[config.mk]
export PLATFORM = sky130hd
export DESIGN_NAME = hamming_decoder_engine
export DESIGN_NICKNAME = d
export VERILOG_FILES = /design/src/rtl/hamming_decoder_engine.sv
export SDC_FILE = /design/constraint.sdc
export NUM_CORES = 1
export LEC_CHECK = 0
export ABC_AREA = 1
export CAP_MARGIN = 30
export CORE_UTILIZATION = 50
export DETAILED_ROUTE_END_ITERATION = 10
export PLACE_DENSITY = 0.74
export SLEW_MARGIN = 20
export SYNTH_ARGS = -nofsm -noshare
export SYNTH_HDL_FRONTEND = slang
export SYNTH_SLANG_ARGS = --single-unit
[constraint.sdc]
create_clock -name clk -period 2.6 [get_ports clk]
set_input_delay 0.39 -clock clk [delete_from_list [all_inputs] [get_ports clk]]
set_output_delay 0.39 -clock clk [all_outputs]
set_load 0.03 [all_outputs]
[src/rtl/hamming_decoder_engine.sv]
// (16,11) SECDED decoder: reads NUM_WORDS codewords, corrects single errors, writes message + 2-bit flag back.
// Latency: 6 cycles per word, done 6*NUM_WORDS+1 cycles after an accepted start; start outside IDLE ignored.
// Backpressure: none, fixed-rate memory master. HAMMING_STATS_EN builds the single/double error counters.
module hamming_decoder_engine #(
    parameter int NUM_WORDS = 15,
    parameter int SRC_BASE  = 30,
    parameter int DST_BASE  = 0
) (
    input  logic       clk,
    input  logic       reset,
    input  logic       start,
    output logic       done,
    output logic [7:0] mem_addr,
    output logic       mem_wen,
    output logic [7:0] mem_wdata,
    input  logic [7:0] mem_rdata,
    output logic [5:0] single_cnt,
    output logic [5:0] double_cnt
);

    typedef enum logic [2:0] {
        IDLE, RD_LO, RD_HI, CAP_HI, DECODE, WR_LO, WR_HI, FIN
    } state_t;

    state_t      state_q, state_d;
    logic [5:0]  idx_q;
    logic [15:0] code_q;
    logic [10:0] msg_q;
    logic [1:0]  flag_q;
    logic        done_q;

    logic [3:0]  syn;
    logic        par;
    logic [15:0] fixed;
    logic [10:0] dec_msg;
    logic [1:0]  dec_flag;
    logic        last_word;
    logic [7:0]  src_addr;
    logic [7:0]  dst_addr;

    function automatic logic [3:0] calc_syndrome(input logic [15:0] w);
        logic [3:0] s;
        s = '0;
        for (int k = 1; k < 16; k++) begin
            if (w[k]) s = s ^ 4'(k);
        end
        return s;
    endfunction

    // Data bits sit at positions 15..9, 7..5 and 3; the rest are parity.
    function automatic logic [10:0] data_bits(input logic [15:0] w);
        return {w[15:9], w[7:5], w[3]};
    endfunction

    always_comb begin
        syn      = calc_syndrome(code_q);
        par      = ^code_q;
        fixed    = code_q;
        dec_flag = 2'b00;
        if (par) begin
            fixed    = code_q ^ (16'd1 << syn);
            dec_flag = 2'b01;
        end else if (syn != 4'd0) begin
            dec_flag = 2'b10;
        end
        dec_msg = data_bits(fixed);
    end

    assign src_addr  = 8'(SRC_BASE) + {1'b0, idx_q, 1'b0};
    assign dst_addr  = 8'(DST_BASE) + {1'b0, idx_q, 1'b0};
    assign last_word = (idx_q == 6'(NUM_WORDS - 1));
    assign done      = done_q;

    always_comb begin
        state_d   = state_q;
        mem_addr  = 8'd0;
        mem_wen   = 1'b0;
        mem_wdata = 8'd0;
        case (state_q)
            IDLE:   if (start) state_d = RD_LO;
            RD_LO: begin
                mem_addr = src_addr;
                state_d  = RD_HI;
            end
            RD_HI: begin
                mem_addr = src_addr + 8'd1;
                state_d  = CAP_HI;
            end
            CAP_HI: state_d = DECODE;
            DECODE: state_d = WR_LO;
            WR_LO: begin
                mem_wen   = 1'b1;
                mem_addr  = dst_addr;
                mem_wdata = msg_q[7:0];
                state_d   = WR_HI;
            end
            WR_HI: begin
                mem_wen   = 1'b1;
                mem_addr  = dst_addr + 8'd1;
                mem_wdata = {flag_q, 3'b000, msg_q[10:8]};
                state_d   = last_word ? FIN : RD_LO;
            end
            FIN:     state_d = IDLE;
            default: state_d = IDLE;
        endcase
    end

    always_ff @(posedge clk or negedge reset) begin
        if (!reset) begin
            state_q <= IDLE;
            idx_q   <= '0;
            code_q  <= '0;
            msg_q   <= '0;
            flag_q  <= '0;
            done_q  <= 1'b0;
        end else begin
            state_q <= state_d;
            case (state_q)
                IDLE: begin
                    if (start) begin
                        idx_q  <= '0;
                        done_q <= 1'b0;
                    end
                end
                RD_HI:  code_q[7:0]  <= mem_rdata;
                CAP_HI: code_q[15:8] <= mem_rdata;
                DECODE: begin
                    msg_q  <= dec_msg;
                    flag_q <= dec_flag;
                end
                WR_HI: begin
                    if (last_word) done_q <= 1'b1;
                    else           idx_q  <= idx_q + 6'd1;
                end
                default: ;
            endcase
        end
    end

`ifdef HAMMING_STATS_EN
    logic [5:0] single_q;
    logic [5:0] double_q;

    always_ff @(posedge clk or negedge reset) begin
        if (!reset) begin
            single_q <= '0;
            double_q <= '0;
        end else if (state_q == IDLE && start) begin
            single_q <= '0;
            double_q <= '0;
        end else if (state_q == DECODE) begin
            if (dec_flag == 2'b01 && single_q != 6'd63) single_q <= single_q + 6'd1;
            if (dec_flag == 2'b10 && double_q != 6'd63) double_q <= double_q + 6'd1;
        end
    end

    assign single_cnt = single_q;
    assign double_cnt = double_q;
`else
    assign single_cnt = 6'd0;
    assign double_cnt = 6'd0;
`endif

endmodule

* Word-level counts from Yosys, hierarchy flattened *
Index checks and enable logic that the tools add are counted.

word-level totals
  ROM bits = 0
  register bits after elaboration = 39
  memories = 0
  output and inout port bits = 30
  RAM bits = 0
  bits in latches = 0

cells by class
  multipliers = 0
  shift-type cells = 1
  $lt $le $gt $ge = 0
  equal/unequal tests = 11
  divide/modulo/power cells = 0
  muxes and demuxes = 30
  bitwise operators = 15
  reductions and logical operators = 7
  add/subtract/negate cells = 4

operators with widths
  operator                                           number
  two-way mux 4 bit                                  8
  one-hot mux 8 bit (4 select lines)                 1
  one-hot mux 3 bit (8 select lines)                 1
  two-way mux 3 bit                                  6
  two-way mux 16 bit                                 1
  one-hot mux 8 bit (2 select lines)                 1
  XOR reduction 16 bit                               1
  left shift 1 x 4 -> 16 bit (first input constant)  1
  bitwise XOR 16 bit                                 1
  == test 3 bit (second input constant)              4
  two-way mux 6 bit                                  2
  NOT 2 bit                                          6
  NOT 3 bit                                          4
  one-hot mux 6 bit (2 select lines)                 1
  adder 5 x 7 -> 8 bit (first input constant)        1
  adder 7 x 1 -> 8 bit (second input constant)       1
  adder 8 x 1 -> 8 bit (second input constant)       1
  two-way mux 2 bit                                  4
  adder 6 x 1 -> 6 bit (second input constant)       1
  == test 3 x 2 -> 1 bit (second input constant)     2
  == test 6 x 4 -> 1 bit (second input constant)     1
  inequality test 2 bit (second input constant)      3
  AND reduction 3 bit                                2
  two-way mux 1 bit                                  4
  other kinds (8)                                    10

* Longest topological paths before layout *
Gate-level depths: netlist of run 1.

  depth in word-level cells = 29
  mapped depth = 14

* Least setup slack after synthesis of run 1 *
OpenSTA, ideal clock, no wires.

  kind = register to output
  start point = register state_q[1]
  end point = output mem_addr[6]
  data arrival time = 2.133 ns
  buffers on the path = 0
  path slack = 0.077 ns
  required time = 2.210 ns
  cell stages (with the launch flop) = 7
  cells stage by stage = dfrtp_1 > inv_1 > nor2_1 > nand2_1 > nand2_1 > inv_1 > o221ai_1

on the way
  cells in the longest elaborated chain, start to end = 2
  elaborated cells on any way between the ends = 5
  classes of those cells = 4 x eq/ne; 1 x mux

ends and longest elaborated chain
  item                                    line  RTL
  start: declaration                      25    state_t state_q, state_d;
  start signal: assignment                117   state_q <= state_d;
  == test 3 bit (tied with other cells)   79    case (state_q)
  one-hot mux 8 bit (4 select lines) (*)  79
  end: declaration                        13    output logic [7:0] mem_addr,

Mark *: on every way between the ends. The rest lies on a longest branch, timed or not.

* Worst setup path after layout of run 1 *
  start point = register state_q[2]
  end point = output mem_wdata[0]

on the way
  cells in the longest elaborated chain, start to end = 2
  elaborated cells on any way between the ends = 3
  classes of those cells = 2 x eq/ne; 1 x mux

ends and longest elaborated chain
  item                                    line  RTL
  == test 3 bit                           79
  one-hot mux 8 bit (2 select lines) (*)  79
  end: declaration                        15    output logic [7:0] mem_wdata,

Marked as above.

==> impl_metrics.tcl, run 1 <==
set metrics [dict create \
    timing.slew.headroom_pct 62.26 \
    design.core.area_um2 5270 \
    drc 0 \
    grt_pass1_wl_um 10430 \
    drive_gt1_share_pct 13.76 \
    setup.worst_path.class "flop to output pin" \
    yosys_warnings 0 \
    status "complete, but fails checks" \
    ioPinCount 41 \
    fill_cells 507 \
    yosysTopAreaCellShare_pct 34.74 \
    synth_cells 400 \
    grt_max_degree 40 \
    synth_cell_type_count 34 \
    cp.required_ns 2.21 \
    async_reset_ff_share_pct 100.0 \
    cp-start-kind "flop" \
    fmax_ghz 0.4153 \
    clk_pin_slew_ns 0.08 \
    avgSynthCellArea_um2 7.022 \
    h-tree-depth 2 \
    postCtsHoldBufs 0 \
    syn_to_final_growth_pct 16.61 \
    cts_tree "yes" \
    fin_worst_skew_ns 0.01917 \
    grt_setup_unrepaired "no" \
    io_buffers 28 \
    first_global_vias 2293 \
    track_usage_pct 22.30 \
    die-area_um2 5921 \
    diodes 0 \
    syn_area_um2 2809 \
    setup_viol 0 \
    root_buffer "clkbuf_8" \
    maxCapViolCount 0 \
    yosys.area.top_type "dfrtp_1" \
    clock_sinks 39 \
    clkLatencyLatePin_ns 0.30 \
    clock_path_buffers 2 \
    fin_crit_sh_pct 92.60 \
    holdCritPathClass "primary input to asynchronous set/reset pin" \
    die_h_um 76.95 \
    ys_top_cells_by_count "nand2_1, inv_1, dfrtp_1" \
    vias 2547 \
    preCtsSetupSlack_ns 0.2257 \
    setup_tns_ns 0 \
    worst-path-max-fanout 5 \
    antenna_found_initial 0 \
    yosys-top-cells-area "dfrtp_1, nand2_1, inv_1" \
    gp_congestion 0.8766 \
    drtIter0Drc 200 \
    final-hold-violation-count 12 \
    yosys_most_used_dff "dfrtp_1" \
    max_slew.worst_pin.slew_ns 0.5645 \
    row_count 26 \
    finalWorstSetupSlack_ns 0.1923 \
    final-seq-area_um2 975.9 \
    cts_buffers 5 \
    synth_seq_area_share_pct 34.74 \
    finish.net_count 449 \
    wire_per_inst_um 12.28 \
    drtPass1Iterations 4 \
    period_needed_ns 2.408 \
    synth_edf_count 0 \
    hpwl_um 4868 \
    antenna_left 0 \
    ys_seq_elements 39 \
    maxSlewViolCount 0 \
    gr-total-overflow 0 \
    synthMostInstantiatedCell "nand2_1" \
    post_cts.repair.setup_buffers 0 \
    vias_per_cell 5.034 \
    die_w_um 76.95 \
    cp-end-kind "output pin" \
    multi_input_area_um2 1551 \
    violations "hold timing" \
    start_util_pct 53.30 \
    arrival_ns 2.02 \
    routed_wl_um 6213 \
    hold_slack_ns -0.01407 \
]
## per-stage QoR
| stage | std cells | hold WS (ns) | utilization, % | cell area [um^2] |
|---|---|---|---|---|
| global placement | 497 | 0.4667 | 59.50 | 3136 |
| global route | 506 | 0.002228 | 62.16 | 3276 |
| detailed placement | 497 | 0.4695 | 59.50 | 3136 |
| floorplan | 411 | 0.09441 | - | 2850 |
| CTS | 505 | 0.2389 | 61.56 | 3244 |
| finish | 506 | -0.01407 | 62.16 | 3276 |
## flip-flops by register name, summed over array words and instances, names as in the netlist
signal and flops:
flag_q 2, msg_q 11, done 1, state_q 3
code_q 16, idx_q 6
## timing repair
| action | in CTS | in global routing |
|---|---|---|
| resized for setup | 5 | 9 |
| endpoints found under the setup margin | 5 | 8 |
| endpoints found under the hold margin | 0 | 0 |
## final timing paths
kind | cells past startpoint | slack (ns) | to | startpoint
max | 7 | 0.19 | mem_wdata[0] | state_q[2]$_DFFE_PN0P_
min reg2reg | 2 | 0.49 | msg_q[6]$_DFFE_PN0P_ | msg_q[6]$_DFFE_PN0P_
min in group clk | 2 | 0.49 | msg_q[6]$_DFFE_PN0P_ | msg_q[6]$_DFFE_PN0P_
max reg2reg | 8 | 0.74 | idx_q[4]$_DFFE_PN0P_ | idx_q[0]$_DFFE_PN0P_
max in group asynchronous | 2 | 2.17 | code_q[6]$_DFFE_PN0P_ | reset
min | 1 | -0.01 | msg_q[7]$_DFFE_PN0P_ | reset
## layer usage
layer	part of all wire (%)	vias to the layer above	GRT usage, %
met5	0	-	0
met3	4.7	8	3.929
met2	46	59	35.36
met1	48	1175	30.94
met4	1.5	0	6.538
li1	-	1305	-
## cell type report
type | instances | area share (%)
clock buffers | 5 | 2.101
clock inverters | 3 | 1.413
inverters | 56 | 6.570
flip-flops and latches | 39 | 29.79
repair buffers | 33 | 10.08
well taps | 70 | 2.674
multi-input cells | 300 | 47.36
## cells in the final DEF (no fill, tap or decap), types with 2 or more instances in the layout
cell	count
nand3_2	3
a21oi_1	9
inv_1	45
o21ai_0	17
nand2_1	132
ha_1	3
nor2_2	4
nand3_1	31
nor2_4	2
nor2_8	2
nand4_1	3
xnor2_1	5
nand2_4	7
xor2_1	9
o21ai_1	3
clkbuf_8	5
o22ai_1	6
dlymetal6s2s_1	6
clkdlybuf4s50_1	16
buf_4	4
a31oi_1	2
nor3_1	3
dlygate4sd2_1	4
a22o_1	3
conb_1	12
inv_6	2
dfrtp_1	39
inv_2	10
nand2_2	12
a21oi_4	2
nor2_1	25
## logic make-up after synthesis
| group | after synthesis | share of synthesized area [%] |
|---|---|---|
| simple gates | 226 | 38.00 |
| other cells | 1 | 0.1335 |
| compound gates | 45 | 9.933 |
| buf+inv | 72 | 11.49 |
| flops | 39 | 34.74 |
| xor+xnor | 14 | 4.365 |
| fa+ha+maj | 3 | 1.336 |
## critical path: stages, from the launching register on
cell	delay, ns
dfrtp_1	0.41
inv_1	0.09
nor2_1	0.10
inv_1	0.07
nor2_1	0.13
buf_4	0.15
a22o_1	0.11
clkdlybuf4s50_1	0.66
Power of run 1 is left out: the tool's default activity adds up to more than one toggle a clock period on the data nets, which glitch-free logic cannot reach.
==> inputs of run 2 (changes only) <==
--- a/config.mk
+++ b/config.mk
@@ -5,11 +5,11 @@
 export SDC_FILE = /design/constraint.sdc
 export NUM_CORES = 1
 export LEC_CHECK = 0
-export ABC_AREA = 1
 export CAP_MARGIN = 30
 export CORE_UTILIZATION = 50
 export DETAILED_ROUTE_END_ITERATION = 10
-export PLACE_DENSITY = 0.74
+export PLACE_DENSITY = 0.75
+export SKIP_CTS_REPAIR_TIMING = 1
 export SLEW_MARGIN = 20
 export SYNTH_ARGS = -nofsm -noshare
 export SYNTH_HDL_FRONTEND = slang
==> run 2 against run 1 <==
  * The run now ends clean
  * Cell count is 29% lower
  * Wire length decreased by 22%
  * Critical path type unchanged
  * Largest cell class unchanged
  * Sequential share of layout area is 3.3 points higher
  * Area after synthesis decreased by 11%
  * Clock skew is 0.011 ns lower
  * Global-route usage shrank 1.5 points
==> impl_metrics.tcl, run 2 <==
set metrics [dict create \
    maxCapViolCount 0 \
    start_util_pct 52.39 \
    ys_seq_elements 39 \
    cp-endpoint "mem_addr[3]" \
    final-hold-violation-count 0 \
    timing.slew.headroom_pct 49.16 \
    synth_edf_count 0 \
    avgSynthCellArea_um2 9.570 \
    drtIter0Drc 98 \
    clock_path_buffers 2 \
    vias_per_cell 5.231 \
    slowest_stage "clkdlybuf4s50_1" \
    holdCritPathClass "primary input to asynchronous set/reset pin" \
    antenna_left 0 \
    gp_congestion 0.9194 \
    clk_pin_slew_ns 0.08 \
    finish.net_count 305 \
    yosysTopAreaCellShare_pct 38.92 \
    die_w_um 72.82 \
    largest_reg_flops 16 \
    max_slew.worst_pin.slew_ns 0.7608 \
    cp-start-kind "flop" \
    hpwl_um 3664 \
    worst-path-max-fanout 6 \
    vias 1878 \
    drtPass1Iterations 4 \
    setup.worst_path.class "flop to output pin" \
    grt_pass1_wl_um 8252 \
    reg2reg_slack_ns 0.46 \
    fmax_ghz 0.3980 \
    critPathTopFamily "buffers and inverters" \
    diodes 0 \
    drc 0 \
    critPathLaunch "idx_q[0]$_DFFE_PN0P_" \
    path_buf_inv 2 \
    routed_wl_um 4827 \
    die-area_um2 5302 \
    die_h_um 72.82 \
    cts_buffers 5 \
    yosys_warnings 0 \
    hold_slack_ns 0.02298 \
    syn_to_final_growth_pct 17.71 \
    grt_max_degree 40 \
    maxSlewViolCount 0 \
    fin_worst_skew_ns 0.008034 \
    layout_common_cells "dfrtp_1, xor2_1, clkdlybuf4s50_1, nand2_1, nor2_1" \
    syn_area_um2 2507 \
    cp_num_cells 6 \
    synth_seq_area_share_pct 38.92 \
    ys_top_cells_by_count "dfrtp_1, xor2_1, nand2_1" \
    h-tree-depth 2 \
    r2r_cells 6 \
    gr-total-overflow 0 \
    first_global_vias 1735 \
    track_usage_pct 20.79 \
    yosys-top-cells-area "dfrtp_1, xor2_1, mux2_2" \
    largestRegisters "code_q: 16 flops, msg_q: 11 flops, idx_q: 6 flops" \
    synthMostInstantiatedCell "dfrtp_1" \
    yosys.area.top_type "dfrtp_1" \
    cts_tree "yes" \
    io_buffers 28 \
    final_common_cell "dfrtp_1" \
    largest_register "code_q" \
    async_reset_ff_share_pct 100.0 \
    rr_endpoint "msg_q[8]$_DFFE_PN0P_" \
    drive_gt1_share_pct 13.70 \
    fin_crit_sh_pct 96.65 \
    slowest_delay_ns 0.67 \
    timing.rr.start "code_q[13]$_DFFE_PN0P_" \
    cp_cell_sequence "inv_1 > ha_1 > nor2b_1 > xnor2_1 > nor2_1 > clkdlybuf4s50_1" \
    synth_cells 262 \
    synth_cell_type_count 36 \
    root_buffer "clkbuf_8" \
    wire_per_inst_um 13.45 \
    antenna_found_initial 0 \
    arrival_ns 2.12 \
    status "finished, final reports clean" \
    row_count 25 \
    fill_cells 433 \
    setup_viol 0 \
    yosys_most_used_dff "dfrtp_1" \
    clkLatencyLatePin_ns 0.30 \
    clock_sinks 39 \
    design.core.area_um2 4786 \
    ioPinCount 41 \
    period_needed_ns 2.513 \
    cp.required_ns 2.21 \
    cp-end-kind "output pin" \
]
## run 2: cell types whose count changed after synthesis, moves of 10 or more
| cell | before | now |
|---|---|---|
| inv_1 | 45 | 2 |
| inv_2 | 10 | 0 |
| mux2_2 | 0 | 16 |
| nand2_1 | 132 | 23 |
| nand2_2 | 12 | 0 |
| nand3_1 | 31 | 0 |
| xnor2_1 | 5 | 17 |
| xor2_1 | 9 | 30 |
## run 2: per-stage QoR
step	worst slack (ns)	std cells	util [%]	cell area (um^2)	setup TNS, ns
floorplan	0.4251	273	-	2549	0
global placement	0.2227	350	58.64	2806	0
detailed placement	0.1737	350	58.64	2806	0
CTS	-0.1549	358	60.73	2907	-0.1549
global route	-0.001736	359	61.67	2952	-0.001736
finish	0.08719	359	61.67	2952	0
## run 2: cell type report
class                   count  area [um^2]  share of cell area [%]
clock buffers               8        100.1                   3.391
inverters                   3        11.26                  0.3815
multi-input cells         210         1448                   49.05
flip-flops and latches     39        975.9                   33.06
well taps                  67        83.83                   2.840
repair buffers             32        332.8                   11.28
## run 2: cells by family after synthesis
family / share of synthesized area (%)
other cells: 0.1496
flops: 38.92
xor+xnor: 18.01
fa+ha+maj: 1.497
compound gates: 9.282
mux: 7.984
buf+inv: 5.389
simple gates: 18.76
## run 2: worst min-delay path by stage
| stage | cells past startpoint | endpoint | slack (ns) | start |
|---|---|---|---|---|
| floorplan | 0 | code_q[0]$_DFFE_PN0P_ | 0.09 | reset |
| global placement | 2 | msg_q[5]$_DFFE_PN0P_ | 0.46 | msg_q[5]$_DFFE_PN0P_ |
| detailed placement | 2 | msg_q[4]$_DFFE_PN0P_ | 0.47 | msg_q[4]$_DFFE_PN0P_ |
| CTS | 1 | msg_q[9]$_DFFE_PN0P_ | 0.24 | reset |
| global route | 1 | code_q[10]$_DFFE_PN0P_ | 0.05 | reset |
| finish | 1 | code_q[5]$_DFFE_PN0P_ | 0.02 | reset |
## run 2: worst register-to-register path: cells and delay by family, from the launching register on
family	cells	cell delay [ns]
xor+xnor	3	1.17
flops	1	0.42
compound gates	2	0.31
simple gates	1	0.11
## run 2: per-layer routing
metal | up-vias | routed length, um | global-route usage (%)
li1 | 938 | - | -
met1 | 884 | 2375 | 29.36
met2 | 50 | 2196 | 31.67
met3 | 6 | 186 | 4.696
met4 | 0 | 68 | 6.972
met5 | - | 0 | 0
Power of run 2 is left out for the same reason.
==> inputs of run 3 (changes only) <==
--- a/config.mk
+++ b/config.mk
@@ -6,11 +6,10 @@
 export NUM_CORES = 1
 export LEC_CHECK = 0
 export CAP_MARGIN = 30
-export CORE_UTILIZATION = 50
+export CORE_UTILIZATION = 30
 export DETAILED_ROUTE_END_ITERATION = 10
-export PLACE_DENSITY = 0.75
+export HOLD_SLACK_MARGIN = 0.02
 export SKIP_CTS_REPAIR_TIMING = 1
-export SLEW_MARGIN = 20
 export SYNTH_ARGS = -nofsm -noshare
 export SYNTH_HDL_FRONTEND = slang
 export SYNTH_SLANG_ARGS = --single-unit
==> run 3 against run 2 <==
  * Sequential share of layout area decreased by 0.78 points
  * Core utilization fell by 23 points
  * Flip-flop and latch count is the same
==> impl_metrics.tcl, run 3 (synthesis results as in run 2) <==
set metrics [dict create \
    die_w_um 93.42 \
    gp_congestion 0.8286 \
    fmax_ghz 0.4008 \
    final_cells 395 \
    worst-path-max-fanout 7 \
    final-hold-violation-count 0 \
    start_util_pct 31.79 \
    cts_buffers 5 \
    io_buffers 28 \
    ioPinCount 41 \
    vias 1877 \
    drtPass1Iterations 4 \
    wire_per_inst_um 12.84 \
    largest_reg_flops 16 \
    maxSlewViolCount 0 \
    post-route-util_pct 38.32 \
    final_cell_area_um2 3023 \
    track_usage_pct 12.78 \
    clock_path_buffers 2 \
    cp-start-kind "flop" \
    largestRegisters "code_q: 16 flops, msg_q: 11 flops, idx_q: 6 flops" \
    hpwl_um 3812 \
    finish.net_count 306 \
    cp-end-kind "output pin" \
    final_common_cell "dfrtp_1" \
    h-tree-depth 2 \
    die-area_um2 8727 \
    holdCritPathClass "primary input to asynchronous set/reset pin" \
    antenna_found_initial 0 \
    period_needed_ns 2.495 \
    syn_to_final_growth_pct 20.56 \
    root_buffer "clkbuf_8" \
    diodes 0 \
    fin_worst_skew_ns 0.007085 \
    grt_max_degree 40 \
    largest_register "code_q" \
    routed_wl_um 5070 \
    placed_area_um2 2865 \
    r2r_cells 6 \
    timing.slew.headroom_pct 41.40 \
    drtIter0Drc 67 \
    setup_viol 0 \
    clock_sinks 39 \
    cts_tree "yes" \
    setup.worst_path.class "flop to output pin" \
    first_global_vias 1780 \
    die_h_um 93.42 \
    layout_common_cells "dfrtp_1, xor2_1, nand2_1, clkdlybuf4s50_1, nor2_1" \
    fin_crit_sh_pct 95.95 \
    status "finished, final reports clean" \
    design.core.area_um2 7888 \
    drc 0 \
    grt_pass1_wl_um 8680 \
    clkLatencyLatePin_ns 0.29 \
    gr-total-overflow 0 \
    cp.required_ns 2.21 \
    row_count 32 \
    drive_gt1_share_pct 13.99 \
    maxCapViolCount 0 \
    max_slew.worst_pin.slew_ns 0.8790 \
    dp_cells 387 \
    hold_slack_ns 0.2240 \
    clk_pin_slew_ns 0.07 \
    arrival_ns 2.10 \
    vias_per_cell 4.752 \
    antenna_left 0 \
]
run 3: final timing paths:
kind                                          to  slack, ns                   start
min                        code_q[1]$_DFFE_PN0P_       0.22                   reset
max reg2reg                 msg_q[4]$_DFFE_PN0P_       0.42  code_q[13]$_DFFE_PN0P_
min reg2reg                 msg_q[3]$_DFFE_PN0P_       0.48    msg_q[3]$_DFFE_PN0P_
max in group asynchronous   msg_q[4]$_DFFE_PN0P_       1.84                   reset
max                                  mem_addr[7]       0.11    idx_q[1]$_DFFE_PN0P_
min in group clk            msg_q[3]$_DFFE_PN0P_       0.48    msg_q[3]$_DFFE_PN0P_
run 3: layout make-up:
cell class,instances,area [um^2]
Clock inverter,2,60.06
Inverter,3,11.26
Multi-Input combinational cell,210,1448
Timing Repair Buffer,33,327.8
Clock buffer,6,72.57
Tap cell,102,127.6
Fill cell,808,4865
Sequential cell,39,975.9
run 3: metrics by stage:
| step | TNS, ns | setup slack [ns] |
|---|---|---|
| 2_1_floorplan | 0 | 0.4251 |
| 3_3_place_gp | 0 | 0.2518 |
| 3_5_place_dp | 0 | 0.2248 |
| 4_1_cts | -0.1177 | -0.1173 |
| 5_1_grt | -0.01216 | -0.01216 |
| 6_report | 0 | 0.1052 |
run 3: worst max-delay path, cell delays in order (launching register included):
cell	delay, ns
dfrtp_1	0.48
inv_1	0.09
ha_1	0.19
nor3b_1	0.15
nor3_1	0.20
clkdlybuf4s50_1	0.70
run 3: per-layer routing:
layer / global-route usage, % / part of all wire [%] / up-vias
met5: 0 / 0 / -
met1: 18.54 / 53 / 883
met4: 4.231 / 1.2 / 0
met2: 18.87 / 42 / 41
li1: - / - / 948
met3: 2.520 / 3.9 / 5
Power of run 3 is left out for the same reason.
